**config.mk**
```make
export PLATFORM = sky130hd
export DESIGN_NAME = timer_ctrl_flat
export DESIGN_NICKNAME = d
export VERILOG_FILES = /design/src/rtl/timer_ctrl_if.sv /design/src/rtl/timer_ctrl.sv /design/src/flat_wrapper.sv
export SDC_FILE = /design/constraint.sdc
export NUM_CORES = 1
export LEC_CHECK = 0
export ABC_AREA = 1
export BUFFER_PORTS_ARGS = -buffer_cell sky130_fd_sc_hd__buf_4
export CAP_MARGIN = 20
export CORE_AREA = 2 2 45 47
export CTS_CLUSTER_SIZE = 20
export DETAILED_ROUTE_END_ITERATION = 10
export DIE_AREA = 0 0 47 49
export PLACE_DENSITY_LB_ADDON = 0.08
export SYNTH_ARGS = -nofsm -noshare
export SYNTH_HDL_FRONTEND = slang
export SYNTH_SLANG_ARGS = --single-unit
```
**constraint.sdc**
```tcl
create_clock -name clk -period 1.7 [get_ports clk]
set_input_delay 0.255 -clock clk [delete_from_list [all_inputs] [get_ports clk]]
set_output_delay 0.255 -clock clk [all_outputs]
set_load 0.1 [all_outputs]
```
**src/rtl/timer_ctrl_if.sv**
```systemverilog
// rtl/timer_ctrl_if.sv - control/status bundle between a timer host and timer_ctrl
interface timer_ctrl_if #(
    parameter int Bits = 4
);
    logic            start;
    logic            stop;
    logic            en;
    logic            dir;
    logic            auto_reload;
    logic [Bits-1:0] load_val;
    logic [Bits-1:0] Q;
    logic            busy;
    logic            done;

    modport master (
        output start, stop, en, dir, auto_reload, load_val,
        input  Q, busy, done
    );

    modport slave (
        input  start, stop, en, dir, auto_reload, load_val,
        output Q, busy, done
    );
endinterface

```
**src/rtl/timer_ctrl.sv**
```systemverilog
// rtl/timer_ctrl.sv - up/down one-shot or periodic counter with start/stop/enable control
module timer_ctrl #(
    parameter int Bits = 4
) (
    input  logic         clk,
    input  logic         reset,
    timer_ctrl_if.slave  bus
);
    typedef enum logic {
        IDLE = 1'b0,
        RUN  = 1'b1
    } state_t;

    localparam logic [Bits-1:0] ZERO = '0;
    localparam logic [Bits-1:0] ONE  = {{(Bits-1){1'b0}}, 1'b1};

    state_t          state_q, state_d;
    logic [Bits-1:0] count_q, count_d;
    logic [Bits-1:0] limit_q, limit_d;
    logic            dir_q, dir_d;
    logic            mode_q, mode_d;
    logic            busy_q, busy_d;
    logic            done_q, done_d;
    logic [Bits-1:0] terminal;

    // Up counts end at the captured limit, down counts end at zero.
    assign terminal = dir_q ? ZERO : limit_q;

    // State register; reset aborts immediately with no done pulse.
    always_ff @(posedge clk or posedge reset) begin
        if (reset) begin
            state_q <= IDLE;
            count_q <= '0;
            limit_q <= '0;
            dir_q   <= 1'b0;
            mode_q  <= 1'b0;
            busy_q  <= 1'b0;
            done_q  <= 1'b0;
        end else begin
            state_q <= state_d;
            count_q <= count_d;
            limit_q <= limit_d;
            dir_q   <= dir_d;
            mode_q  <= mode_d;
            busy_q  <= busy_d;
            done_q  <= done_d;
        end
    end

    // Next-state logic: stop beats everything, then start (IDLE) or counting (RUN).
    always_comb begin
        state_d = state_q;
        count_d = count_q;
        limit_d = limit_q;
        dir_d   = dir_q;
        mode_d  = mode_q;
        busy_d  = busy_q;
        done_d  = 1'b0;
        case (state_q)
            IDLE: begin
                busy_d = 1'b0;
                if (bus.start && !bus.stop) begin
                    state_d = RUN;
                    busy_d  = 1'b1;
                    limit_d = bus.load_val;
                    dir_d   = bus.dir;
                    mode_d  = bus.auto_reload;
                    count_d = bus.dir ? bus.load_val : ZERO;
                end
            end
            RUN: begin
                if (bus.stop) begin
                    state_d = IDLE;
                    busy_d  = 1'b0;
                end else if (bus.en) begin
                    if (count_q == terminal) begin
                        done_d = 1'b1;
                        if (mode_q) begin
                            // Periodic: restart from the start value, stay busy.
                            count_d = dir_q ? limit_q : ZERO;
                        end else begin
                            // One-shot: leave Q parked on the terminal value.
                            state_d = IDLE;
                            busy_d  = 1'b0;
                        end
                    end else begin
                        count_d = dir_q ? (count_q - ONE) : (count_q + ONE);
                    end
                end
            end
            default: begin
                state_d = IDLE;
                busy_d  = 1'b0;
            end
        endcase
    end

    assign bus.Q    = count_q;
    assign bus.busy = busy_q;
    assign bus.done = done_q;
endmodule

```
**src/flat_wrapper.sv**
```systemverilog
// flat-port wrapper written by rule: the top's interface ports become plain ports
module timer_ctrl_flat 
#(
    parameter int Bits = 4
)
  (clk, reset, bus_start, bus_stop, bus_en, bus_dir, bus_auto_reload, bus_load_val, bus_Q, bus_busy, bus_done);
  timer_ctrl_if #(.Bits(Bits)) bus_i ();
  input  logic clk;
  input  logic reset;
  input wire logic [$bits(bus_i.start)-1:0] bus_start;
  input wire logic [$bits(bus_i.stop)-1:0] bus_stop;
  input wire logic [$bits(bus_i.en)-1:0] bus_en;
  input wire logic [$bits(bus_i.dir)-1:0] bus_dir;
  input wire logic [$bits(bus_i.auto_reload)-1:0] bus_auto_reload;
  input wire logic [$bits(bus_i.load_val)-1:0] bus_load_val;
  output wire logic [$bits(bus_i.Q)-1:0] bus_Q;
  output wire logic [$bits(bus_i.busy)-1:0] bus_busy;
  output wire logic [$bits(bus_i.done)-1:0] bus_done;
  assign bus_i.start = bus_start;
  assign bus_i.stop = bus_stop;
  assign bus_i.en = bus_en;
  assign bus_i.dir = bus_dir;
  assign bus_i.auto_reload = bus_auto_reload;
  assign bus_i.load_val = bus_load_val;
  assign bus_Q = bus_i.Q;
  assign bus_busy = bus_i.busy;
  assign bus_done = bus_i.done;
  timer_ctrl #(.Bits(Bits)) u_core (.clk(clk), .reset(reset), .bus(bus_i));
endmodule
```
==> run summary, run 1 <==
The flow ran to the end, but the final reports show violations. The checks that failed: negative hold slack. The antenna violation net count after detailed routing is 0.

Of the post-synthesis cell area, the dominant cell type holds 34.9%. Port buffer count: 16. The reported leakage power is 0.000573 uW, and the required time of the critical path is 1880 ps. The number of instances in the synthesized netlist was 113. Synthesis produced a netlist with a net count of 127.

For the number of buffers inserted during clock tree synthesis, the log shows 3. The first global-routing pass estimated 3310 um of wire. Of all flip-flops after synthesis, the portion carrying an async set or reset was 100%. 17 I/O pins were placed. The met3 routed wirelength was 52 um; the sequential power share was 26.5%.

The critical path startpoint category is a flip-flop. The run gives 1840 um2 as the area of the core. The multi-input combinational cell area was 566 um2. In this run the tightest slew margin relative to its limit is 65.7%. For the share of total power in the clock network, the log shows 8.9%. The worst setup path is of the flip-flop to flip-flop kind. Top routing layer in use: met4.

The switching power came out at 1220 uW. The area enclosed by the die boundary was 2300 um2. Yosys attributes the largest share of cell area to dfrtp_1 35%, nand2_1 15%, nand3_1 12%, mux2_2 7.2%, nand2_4 4.8%. Of the total power, the share spent switching nets is 55.3%. The run gives 148 as the net count reported at finish.

Gates resized during post-CTS repair numbered 0. Setup violations remaining at the end of the flow were counted as 0. The number of enable-type register cells in the synthesized netlist was 0.

The global placer's final weighted congestion is 0.814, and the final setup skew is 8.84 ps. The run gives 0 as the DRC violation count after routing. TritonCTS built the clock tree.

The HPWL after detailed placement is 1570 um. The CTS clock-pin slew for the worst setup and hold paths was 90 ps; the post-synth design cell area was 933 um2. The per-cell routed wire length was 12.7 um. Category of the worst setup path capture point: a flip-flop.

CTS saw 13 sinks. The overall die height was 49 um; the setup TNS was 0 ps. On the worst path, the slowest cell contributes a delay of 500 ps. Each instance of the synthesized netlist takes up on average 8.26 um2.

The largest fanout on the critical path came out at 8. The tree is rooted in a clkbuf_4. For the finished layout, the period the worst path requires is 1590 ps.

Power spread over the standard cell area amounts to 1940 nW/um2. The run gives 19.8% as the aggregate global-route resource usage. Standard cell with the maximum stage delay on the critical path: dfrtp_2.

The internal portion of the total power is 991 uW. The post-route fraction of the period consumed by the critical path is 93.4%. For the pin with the worst max-slew slack, the measured transition is 514 ps. Walking the worst path, the cells encountered are inv_8 -> nand2_1 -> nand2_1 -> nand2_2 -> nor2_8 -> nand2_4 -> o21ai_4 -> nand2_4 -> nand2_1 -> nand2_2. For this run the aggregate overflow at the end of global routing stands at 0. Dividing the detail-routed via count by the number of cells gives 4.99. The setup fix buffers added after clock tree synthesis was 0. Registers take 337 um2.

The path class of the tightest hold or removal check is input pin to async pin. The dominant cell type by count on the critical path was nand2_1. For this block, the initial DRC count from the detailed router was 12. The worst slack on hold paths came out at -1.77 ps. IR analysis of the VDD net gives a maximum drop of 1020 uV. For this configuration, the core starts out at a cell density of 50.7%.

For the power share of the combinational group, the log shows 64.7%. For the number of hold buffers added after CTS, the log shows 0. The run gives 630 MHz as the highest clock frequency the design can meet. Synthesis instantiated 21 different standard cells from the library. The longest clock path from root to sink contains 2 buffers. Initial antenna violation count: 0.

The floorplan has 16 rows. Cells with a size suffix above 1 make up 34.6% of the layout. Cell taking the most area after synthesis: dfrtp_1. In this run the horizontal extent of the chip is 47 um.

Synthesis inferred 13 register bits. The final number of hold-violating endpoints came out at 6. The number of H-tree levels is 1. Setup repair after global routing left no endpoint under its margin. Summing the sequential cell areas from Yosys gives 34.9% of the chip area. Data arrives at the worst endpoint at 1760 ps. The first TritonRoute pass finished after 4 iterations. The pin count of the biggest net entering global routing was 14; the count of yosys warnings during synthesis was 0.

Among all flip-flop cells after synthesis, the most frequent one is dfrtp_1. The number of filler instances in the final layout is 181, and the total number of vias is 798. Wire length after detailed routing: 2040 um. Max-cap violations in this run came to 0.

The total inserted antenna cells was 0; the number of max-slew violations in the final report was 0. The number of global-route vias before repair is 787. The length of routed met2 wiring is 982 um, and the area overhead of the layout relative to synthesis is 22.0%. The tools report the clock latency at the later pin of the worst-skew pair as 280 ps. After detailed routing, the wire length on met1 is 976 um.
-- cell families after synthesis --
family / after synthesis / synth area share (%)
mux: 6 / 7.24
flops: 13 / 34.9
simple gates: 76 / 42.1
xor+xnor: 3 / 2.82
fa+ha+maj: 3 / 4.83
buf+inv: 11 / 6.43
compound gates: 1 / 1.74
-- cells in the final DEF (no fill, tap or decap), types with 2 or more instances in the layout --
cell type	synthesis	layout
mux2_2	6	6
inv_1	8	8
clkbuf_4	0	3
buf_4	1	18
nand2_1	37	35
nand3_1	22	22
nor2_8	2	2
nand2_2	3	5
xor2_1	2	2
nand2_4	4	4
dfrtp_1	13	8
nor2_1	4	4
dfrtp_2	0	3
dfrtp_4	0	2
-- registers in the layout, indices dropped and copies added, names as in the netlist --
signal,cells
u_core.bus.Q,4
u_core.bus.busy,1
u_core.bus.done,1
u_core.dir_q,1
u_core.limit_q,4
u_core.mode_q,1
u_core.state_q,1
-- per-layer routing --
layer,GRT usage [%],vias to the layer above
met2,31.7,15
met5,0,-
met3,2.22,4
met1,27.2,374
met4,6.48,0
li1,-,405
-- synthesized netlist by cell type (2+ instances only) --
cell type  count
nor2_8         2
ha_1           2
nand2_1       37
xor2_1         2
nand3_1       22
nor2_1         4
dfrtp_1       13
inv_1          8
nand2_2        3
mux2_2         6
nand2_4        4
-- critical path: cells and delay by family (launching register included) --
family	cells	cell delay (ps)
AOI/OAI and AO/OA	1	210
DFF	1	500
and+or+nand+nor	8	670
buffers and inverters	1	100
-- stage by stage --
step	instance area, um2	util, %	total power, uW	instances	setup WS [ps]
after floorplan	943	-	1700	113	9.60
after global placement	1090	59.4	1980	156	70.7
after detailed placement	1090	59.4	1990	156	36.8
after CTS	1120	60.8	2190	160	19.2
after global routing	1140	61.8	2380	160	11.6
final	1140	61.8	2210	160	112
-- power by group through the flow --
stage	logic, uW	clock network (uW)	registers [uW]
final	1430	196	586
after global routing	1570	210	601
after CTS	1410	196	577
after detailed placement	1400	0	585
after global placement	1400	0	577
after floorplan	818	0	884
-- path summary, 6_finish.rpt --
kind,slack [ps],cells after the start,startpoint,endpoint
max,110,10,u_core.dir_q$_DFFE_PP0P_,u_core.bus.Q[1]$_DFFE_PP0P_
min,-2,2,reset,u_core.bus.busy$_DFFE_PP0P_
max reg2reg,110,10,u_core.dir_q$_DFFE_PP0P_,u_core.bus.Q[1]$_DFFE_PP0P_
min reg2reg,540,2,u_core.bus.busy$_DFFE_PP0P_,u_core.bus.busy$_DFFE_PP0P_
max in group asynchronous,1300,2,reset,u_core.bus.Q[0]$_DFFE_PP0P_
min in group clk,140,2,bus_stop,u_core.bus.done$_DFF_PP0_
-- final cells by class --
type                       count  share of cell area (%)
clock buffer                   4                    2.31
inverter                       9                    3.63
multi-input combinational     89                    49.7
sequential                    13                    29.6
tap                           27                    2.97
timing repair buffer          18                    11.9
Power figures use the tool's default switching activity.
==> run 2: changes to the inputs <==
--- a/config.mk
+++ b/config.mk
@@ -5,13 +5,12 @@
 export SDC_FILE = /design/constraint.sdc
 export NUM_CORES = 1
 export LEC_CHECK = 0
-export ABC_AREA = 1
 export BUFFER_PORTS_ARGS = -buffer_cell sky130_fd_sc_hd__buf_4
 export CAP_MARGIN = 20
-export CORE_AREA = 2 2 45 47
+export CORE_AREA = 2 2 44 46
 export CTS_CLUSTER_SIZE = 20
 export DETAILED_ROUTE_END_ITERATION = 10
-export DIE_AREA = 0 0 47 49
+export DIE_AREA = 0 0 46 48
 export PLACE_DENSITY_LB_ADDON = 0.08
 export SYNTH_ARGS = -nofsm -noshare
 export SYNTH_HDL_FRONTEND = slang
==> run 2 against run 1 <==
  * The run ends with negative hold slack, negative setup slack left
  * Flip-flop and latch count unchanged
  * Cell count shrank 14%
  * Combinational power is 15% lower
  * Die area is 4.1% lower
  * Count of clock-buffer cells in the layout is the same
  * Final area up 13%
  * First-iteration DRC count up 58%
  * Via count increased by 0.63%
  * Synthesized cell count is 26% lower
  * Global-route usage rose by 2.9 points
  * Synthesized area down 7.2%
  * Critical path type unchanged
  * Largest cell class unchanged
==> run summary, run 2 <==
The run finished, with violations left. The checks that failed: negative hold slack, negative setup slack. TritonCTS built the clock tree. The post-route fraction of the period consumed by the critical path is 107% (+13 points).

The leading cell type in the layout, fill and taps excluded is buf_4. The tools report the worst-case headroom to the max-slew limit as 67.0% (+1.3 points). Total power after layout: 1930 uW (-13%). The run gives 3430 um (+3.5%) as the global-route wire length before repair. By area the synthesized netlist is led by dfrtp_1 38%, mux2_2 5.2%, a211oi_1 3.5%, nand2_1 3.5%, inv_1 3.0%. For the placed cell area, the log shows 1120 um2 (+2.4%).

In the post-synthesis netlist, the cell with the most instances is dfrtp_1. The tools report the final number of hold-violating endpoints as 10 (+4). The tools report the area of the core as 1690 um2 (-8.3%). The commonest cells after synthesis are 13 x dfrtp_1, 8 x nand2_1, 7 x inv_1, 4 x a211oi_1, 4 x mux2_2. The run gives 0 (unchanged) as the initial antenna violation count.

The worst slack on hold paths was -8.71 ps (-6.94 ps). The number of enable-type register cells in the synthesized netlist was 0 (unchanged); the total of flip-flops plus latches after synthesis was 13 (unchanged). The overall die height is 48 um (-2.0%). The starting utilization of the core area was 51.3% (+0.58 points); the number of ports placed on the die boundary was 17 (unchanged).

The top cell types in the final layout, fill and taps aside, are 35 x buf_4, 9 x dfrtp_1, 8 x nand2_1, 7 x inv_1, 4 x mux2_2. The logs give 3 (unchanged) for the number of buffers inserted during clock tree synthesis and 0 (unchanged) for the final global-route overflow total. The net count reported at finish is 135 (-8.8%), and the wire length after detailed routing is 2290 um (+12%). The net count of the mapped netlist came out at 98 (-23%). The power per cell area is 1500 nW/um2 (-23%), and the reported leakage power is 0.000552 uW (-3.7%).

The count of cells along the worst register-to-register path works out to 5 (-5). STA classifies the critical path startpoint as a flip-flop. Beginning of the worst register-to-register path: u_core.bus.Q[0]$_DFFE_PP0P_. For the number of global-route vias before repair, the log shows 804 (+2.2%).

The run gives 6 (+6) as the number of setup violations in the final report. For the number of DRC markers after the initial detailed-route iteration, the log shows 19 (+7). Per-cell routed wire length: 16.7 um (+31%).

The proportion of synthesized flip-flops having asynchronous set or reset was 100% (unchanged). The area enclosed by the die boundary was 2210 um2 (-4.1%). The clock sink count was 13 (unchanged). The critical path's largest stage delay came out at 510 ps (about the same). The slew of the pin with the lowest slew margin was 495 ps (-19.6 ps); the post-synth design cell area was 866 um2 (-7.2%). The commonest register cell after synthesis was dfrtp_1. Number of detailed-routing iterations run before antenna repair: 4 (unchanged).

The run gives 1630 um (+3.4%) as the sum of net half-perimeters after detailed placement. The tools report the DRC violation count after routing as 0 (unchanged). From synthesis to final layout, the design area changed by 48.1%. The pin count of the biggest net entering global routing was 14 (unchanged); the worst-case clock buffer depth was 2 (unchanged). The standard cell with the maximum stage delay on the critical path was dfrtp_4.

The maximum VDD drop was 977 uV (-4.0%). The count of yosys warnings during synthesis came out at 0 (unchanged). The worst hold path belongs to the class input pin to async pin.

The cell sitting at the root of the clock tree is a clkbuf_4. Setup repair after global routing could not meet its margin everywhere. The largest fanout on the critical path is 6 (-2). The number of H-tree levels is 1 (unchanged).

The worst register-to-register path ends at u_core.bus.Q[1]$_DFFE_PP0P_. The routed via count divided by cell count is 5.86 (+18%). The logs give -110 ps (-220 ps) for the register-to-register setup slack and 0 (unchanged) for the total inserted antenna cells. The total number of vias was 803 (+0.63%); the smallest setup slack after layout was -113 ps (-225 ps). The tools report the final design utilization as 75.9% (+14 points). The required time of the critical path was 1900 ps (+20 ps); the site row count was 15 (-1). The tools report the number of violations of the max-capacitance limit as 0 (unchanged). The final setup skew was 5.99 ps (-2.85 ps); the highest clock frequency the design can meet was 552 MHz (-12%). The clock latency at the later pin of the worst-skew pair is 280 ps (about the same), and the synthesized area per cell is 10.3 um2 (+25%). The global placer's final weighted congestion is 0.811 (-0.41%), and the final critical path time including I/O delays and setup is 1810 ps (+225 ps). Share of final-layout standard cells stronger than drive strength 1: 55.0% (+20 points).

The post-synthesis sequential area ratio was 37.6% (+2.7 points); the distinct cell type count of the synthesized netlist was 41 (+95%). The run gives 0 (unchanged) as the number of max-slew violations in the final report. The CTS clock-pin slew for the worst setup and hold paths is 80 ps (about the same), and the data arrival time of the critical path is 2010 ps (+250 ps). The area of all placed cells without fillers came out at 1280 um2 (+13%). The port buffer count works out to 16 (unchanged). The area share of the leading cell type in the synthesized netlist works out to 37.6% (+2.7 points). The logs give 84 (-26%) for the number of instances in the synthesized netlist and 0 (unchanged) for the antenna violation net count after detailed routing. The width of the chip is 46 um (-2.1%). Cell taking the most area after synthesis: dfrtp_1.

The critical path in this run is classified as flip-flop to flip-flop. STA classifies the critical path endpoint as a flip-flop. The aggregate global-route resource usage is 22.7% (+2.9 points). The run gives -351 ps (-351 ps) as the setup TNS. The signal on the critical path passes through and4bb_1 -> a22o_4 -> o22a_4 -> or3_4 -> a41oi_2.
-- run 2: cell count changes in the layout (fill, tap and decap cells not counted), moves of 3 or more --
cell / delta
nor2_1: -3
nand3_1: -19
nand2_1: -27
a41oi_2: +3
buf_4: +17
nand2_2: -5
nand2_4: -4
-- run 2: kinds of logic (layout without fill, tap and decap cells) --
group / after synthesis / after routing / synth area share (%)
AO/OA/AOI/OAI: 22 / 22 / 21.8
multiplexers: 5 / 5 / 6.94
XOR/XNOR: 5 / 5 / 5.06
flip-flops: 13 / 13 / 37.6
buffers and inverters: 10 / 46 / 5.35
adder cells (fa/ha/maj): 3 / 3 / 5.20
AND/OR/NAND/NOR: 26 / 26 / 18.1
-- run 2: how the worst max path moves through the flow --
stage                                        from                          end
finish                u_core.bus.Q[0]$_DFFE_PP0P_  u_core.bus.Q[1]$_DFFE_PP0P_
global route          u_core.bus.Q[0]$_DFFE_PP0P_  u_core.bus.Q[1]$_DFFE_PP0P_
CTS                   u_core.bus.Q[0]$_DFFE_PP0P_  u_core.bus.Q[1]$_DFFE_PP0P_
detailed placement  u_core.limit_q[1]$_DFFE_PP0P_  u_core.bus.Q[3]$_DFFE_PP0P_
global placement      u_core.bus.Q[0]$_DFFE_PP0P_  u_core.bus.Q[3]$_DFFE_PP0P_
floorplan             u_core.bus.Q[0]$_DFFE_PP0P_  u_core.bus.Q[1]$_DFFE_PP0P_
-- run 2: critical path: cells and delay by family, from the launching register on --
kind | cells | cell delay (ps)
simple gates | 2 | 560
compound gates | 3 | 670
flops | 1 | 510
-- run 2: stage by stage --
step / instances / hold WS [ps] / setup WS (ps)
5_1_grt: 137 / 40.0 / -131
2_1_floorplan: 84 / 132 / -181
4_1_cts: 135 / 14.6 / -64.6
6_report: 137 / -8.71 / -113
3_3_place_gp: 130 / 305 / -76.8
3_5_place_dp: 130 / 316 / -129
-- run 2: where the power goes --
part	internal (uW)	switching [uW]	total, uW
clock network	91.1	104	195
logic	504	705	1210
registers	404	119	523
-- run 2: cell type report --
type	instances	area, um2
timing repair buffer	35	263
tap	17	21.3
sequential	13	338
multi-input combinational	61	608
clock buffer	4	26.3
fill	118	407
inverter	7	26.3
-- run 2: per-layer routing --
metal | routed length [um] | GRT usage (%) | vias up
li1 | - | - | 380
met2 | 1200 | 39.2 | 26
met4 | 44 | 13.1 | 0
met1 | 952 | 26.8 | 392
met5 | 0 | 0 | -
met3 | 94 | 3.40 | 5
-- run 2: timing repair --
action                                 CTS  global route
hold buffers                             0             0
endpoints found under the hold margin    0             0
gates resized for setup                  5            14
pin swaps                                5             6
buffers inserted                         1             2
setup endpoints to repair                5             6
==> run 3: changes to the inputs <==
--- a/config.mk
+++ b/config.mk
@@ -7,10 +7,10 @@
 export LEC_CHECK = 0
 export BUFFER_PORTS_ARGS = -buffer_cell sky130_fd_sc_hd__buf_4
 export CAP_MARGIN = 20
-export CORE_AREA = 2 2 44 46
+export CORE_AREA = 2 2 42 44
 export CTS_CLUSTER_SIZE = 20
 export DETAILED_ROUTE_END_ITERATION = 10
-export DIE_AREA = 0 0 46 48
+export DIE_AREA = 0 0 44 46
 export PLACE_DENSITY_LB_ADDON = 0.08
 export SYNTH_ARGS = -nofsm -noshare
 export SYNTH_HDL_FRONTEND = slang
==> constraint.sdc (replaced) <==
create_clock -name clk -period 2.1 [get_ports clk]
set_input_delay 0.315 -clock clk [delete_from_list [all_inputs] [get_ports clk]]
set_output_delay 0.315 -clock clk [all_outputs]
set_load 0.1 [all_outputs]
==> run 3 against run 2 <==
  * The run now ends clean
  * Global-route usage is 1.9 points lower
  * Routed wire length is 21% lower
  * Hold slack better by 74 ps
  * Non-clock buffer count is 17 lower
  * Count of clock-buffer cells in the layout stayed put
  * Critical endpoint is now u_core.bus.Q[2]$_DFFE_PP0P_
  * Highest routed layer unchanged
==> run summary, run 3 (synthesized netlist as in run 2, its figures left out) <==
The total internal power was 642 uW (-36%); the width of the chip was 44 um (-4.3%). The slew of the pin with the lowest slew margin came out at 489 ps (-5.95 ps). For the total number of vias, the log shows 718 (-11%).

Number of H-tree levels: 1 (unchanged). The number of instances in the placed design came out at 116 (-11%). The number of filler instances in the final layout is 137 (+16%), and the data arrival time of the critical path is 2150 ps (+140 ps). The met3 routed wirelength was 107 um (+14%). The final setup skew was 3.52 ps (-2.48 ps); the final critical path time including I/O delays and setup was 1980 ps (+166 ps). For the worst slack on hold paths, the log shows 65.2 ps (+73.9 ps).

The tools report the startpoint of the worst setup timing path as u_core.dir_q$_DFFE_PP0P_. The pin count of the biggest net entering global routing came out at 14 (unchanged). The share of final-layout standard cells stronger than drive strength 1 was 35.0% (-20 points).

For the total power after layout, the log shows 1270 uW (-34%). The path class of the tightest hold or removal check is input pin to async pin. The logs give 120 (-12%) for the non-filler instance count after layout and 849 um (-11%) for the met1 wire length. Number of global-route vias before repair: 680 (-15%). The starting utilization of the core area is 53.6% (+2.4 points), and the clock latency at the later pin of the worst-skew pair is 260 ps (-20 ps). The number of hold buffers added after CTS came out at 0 (unchanged). The cell sitting at the root of the clock tree is a clkbuf_4. The number of buffers inserted during clock tree synthesis is 3 (unchanged). The tools report the number of detailed-routing iterations run before antenna repair as 4 (unchanged). Leaving out fill and tap cells, the most frequent cell in the layout is buf_4. The tools report the sequential power share as 33.4% (+6.3 points).

Walking the worst path, the cells encountered are inv_1 -> fa_1 -> xnor2_1 -> nand2_1 -> mux2_4 -> a31oi_1. The run gives 0 ps (+351 ps) as the setup TNS. The reported leakage power is 0.000447 uW (-19%). The setup fix buffers added after clock tree synthesis is 0 (-1). The sum of net half-perimeters after detailed placement was 1370 um (-16%); the number of DRC markers after the initial detailed-route iteration was 21 (+2). The register-to-register setup slack is 120 ps (+230 ps). Overall die height: 46 um (-4.2%). Category of the worst setup path capture point: a flip-flop.

The worst register-to-register path ends at u_core.bus.Q[2]$_DFFE_PP0P_. The tools report the length of routed met2 wiring as 839 um (-30%). The CTS clock-pin slew for the worst setup and hold paths works out to 80 ps (about the same).

Clock sink count: 13 (unchanged). Worst-case headroom to the max-slew limit: 67.4% (+0.40 points). The run finished with clean final reports. STA classifies the critical path startpoint as a flip-flop.

The run gives 0 (unchanged) as the number of violations of the max-capacitance limit. Following the worst setup path forward leads to its endpoint at u_core.bus.Q[2]$_DFFE_PP0P_. The antenna violation net count after detailed routing is 0 (unchanged), and the routed via count divided by cell count is 5.98 (+2.1%). The run gives 55.0% (-7.7 points) as the power share of the combinational group.

The tools report the area of the core as 1610 um2 (-4.4%). The tools report the DRC violation count after routing as 0 (unchanged). On the critical path the largest part of the delay comes from flip-flops. The number of max-slew violations in the final report was 0 (unchanged); the register area was 330 um2 (-2.2%).

The global-route wire length before repair was 3080 um (-10%). The total buffers and inverters traversed by the critical path was 1 (+1). Number of ports placed on the die boundary: 17 (unchanged).

From synthesis to final layout, the design area changed by 19.4%. The run gives 15 (unchanged) as the site row count. For the wire length after detailed routing, the log shows 1810 um (-21%).

The slowest stage of the critical path belongs to the cell dfrtp_1. The power per cell area is 1230 nW/um2 (-18%). The proportion of total power due to net switching came out at 49.6% (+1.5 points).

The tools report the multi-input combinational cell area as 494 um2 (-19%). The logs give 619 uV (-37%) for the maximum VDD drop and 20.8% (-1.9 points) for the aggregate global-route resource usage. The switching power was 632 uW (-32%); the per-cell routed wire length was 15.1 um (-9.8%). By startpoint and endpoint, the worst setup path is classified as flip-flop to flip-flop. The largest fanout on the critical path is 12 (+6), and the critical path's largest stage delay is 590 ps (+80 ps). The required time of the critical path came out at 2270 ps (+370 ps). The tools report the highest clock frequency the design can meet as 505 MHz (-8.4%). Setup repair after global routing left no endpoint under its margin. The tools report the total inserted antenna cells as 0 (unchanged). The number of logic stages on the critical path including buffering came out at 6 (+1). The tools report the beginning of the worst register-to-register path as u_core.dir_q$_DFFE_PP0P_.

The quantity of gates resized following cts is 0 (-5). Leaving out fill and tap cells, the most frequent cells in the layout are 18 x buf_4, 9 x dfrtp_1, 8 x nand2_1, 7 x inv_1. The global placer's final weighted congestion came out at 0.811 (unchanged). For the worst-case clock buffer depth, the log shows 2 (unchanged). The initial antenna violation count came out at 0 (unchanged). The logs give 0 (-10) for the final number of hold-violating endpoints and 118 (-13%) for the net count reported at finish. Post-route fraction of the period consumed by the critical path: 94.2% (-12 points).

The logs give 0 (-6) for the number of setup violations in the final report and 2020 um2 (-8.3%) for the area enclosed by the die boundary. The run gives 11.6% (+1.5 points) as the share of total power in the clock network. The top routing layer in use is met4. Port buffer count: 16 (unchanged). TritonCTS built the clock tree.

The run gives 0 (unchanged) as the final global-route overflow total. The count of cells along the worst register-to-register path was 6 (+1).
==> run 3: routing by layer <==
layer  global-route usage, %  vias to the layer above
met1                    29.8                      337
met2                    32.6                       26
met3                    2.38                        2
met4                    7.27                        0
li1                        -                      353
met5                       0                        -
==> run 3: stage by stage <==
stage          util, %  instance area, um2  setup slack [ps]
2_1_floorplan        -                 871              90.7
3_5_place_dp      62.4                1010               158
5_1_grt           64.0                1030              24.9
4_1_cts           64.0                1030               150
6_report          64.0                1030               121
3_3_place_gp      62.4                1010               261
==> run 3: how the worst min path moves through the flow <==
stage,from,endpoint,depth (start not counted)
global placement,reset,u_core.bus.done$_DFF_PP0_,2
floorplan,reset,u_core.bus.busy$_DFFE_PP0P_,1
CTS,reset,u_core.bus.busy$_DFFE_PP0P_,2
finish,reset,u_core.bus.busy$_DFFE_PP0P_,2
global route,reset,u_core.limit_q[1]$_DFFE_PP0P_,2
detailed placement,reset,u_core.bus.busy$_DFFE_PP0P_,2
==> run 3: area by class of cell <==
class                   count  share of cell area, %
inverters                   7                   2.54
clock buffers               4                   2.54
well taps                  17                   2.06
flip-flops and latches     13                   32.0
multi-input cells          61                   47.8
repair buffers             18                   13.1
==> run 3: power groups by stage <==
stage	combinational, uW	sequential, uW	clock [uW]
after floorplan	343	628	0
after global placement	694	428	0
after detailed placement	696	431	0
after CTS	703	425	152
after global routing	747	441	169
final	701	426	148
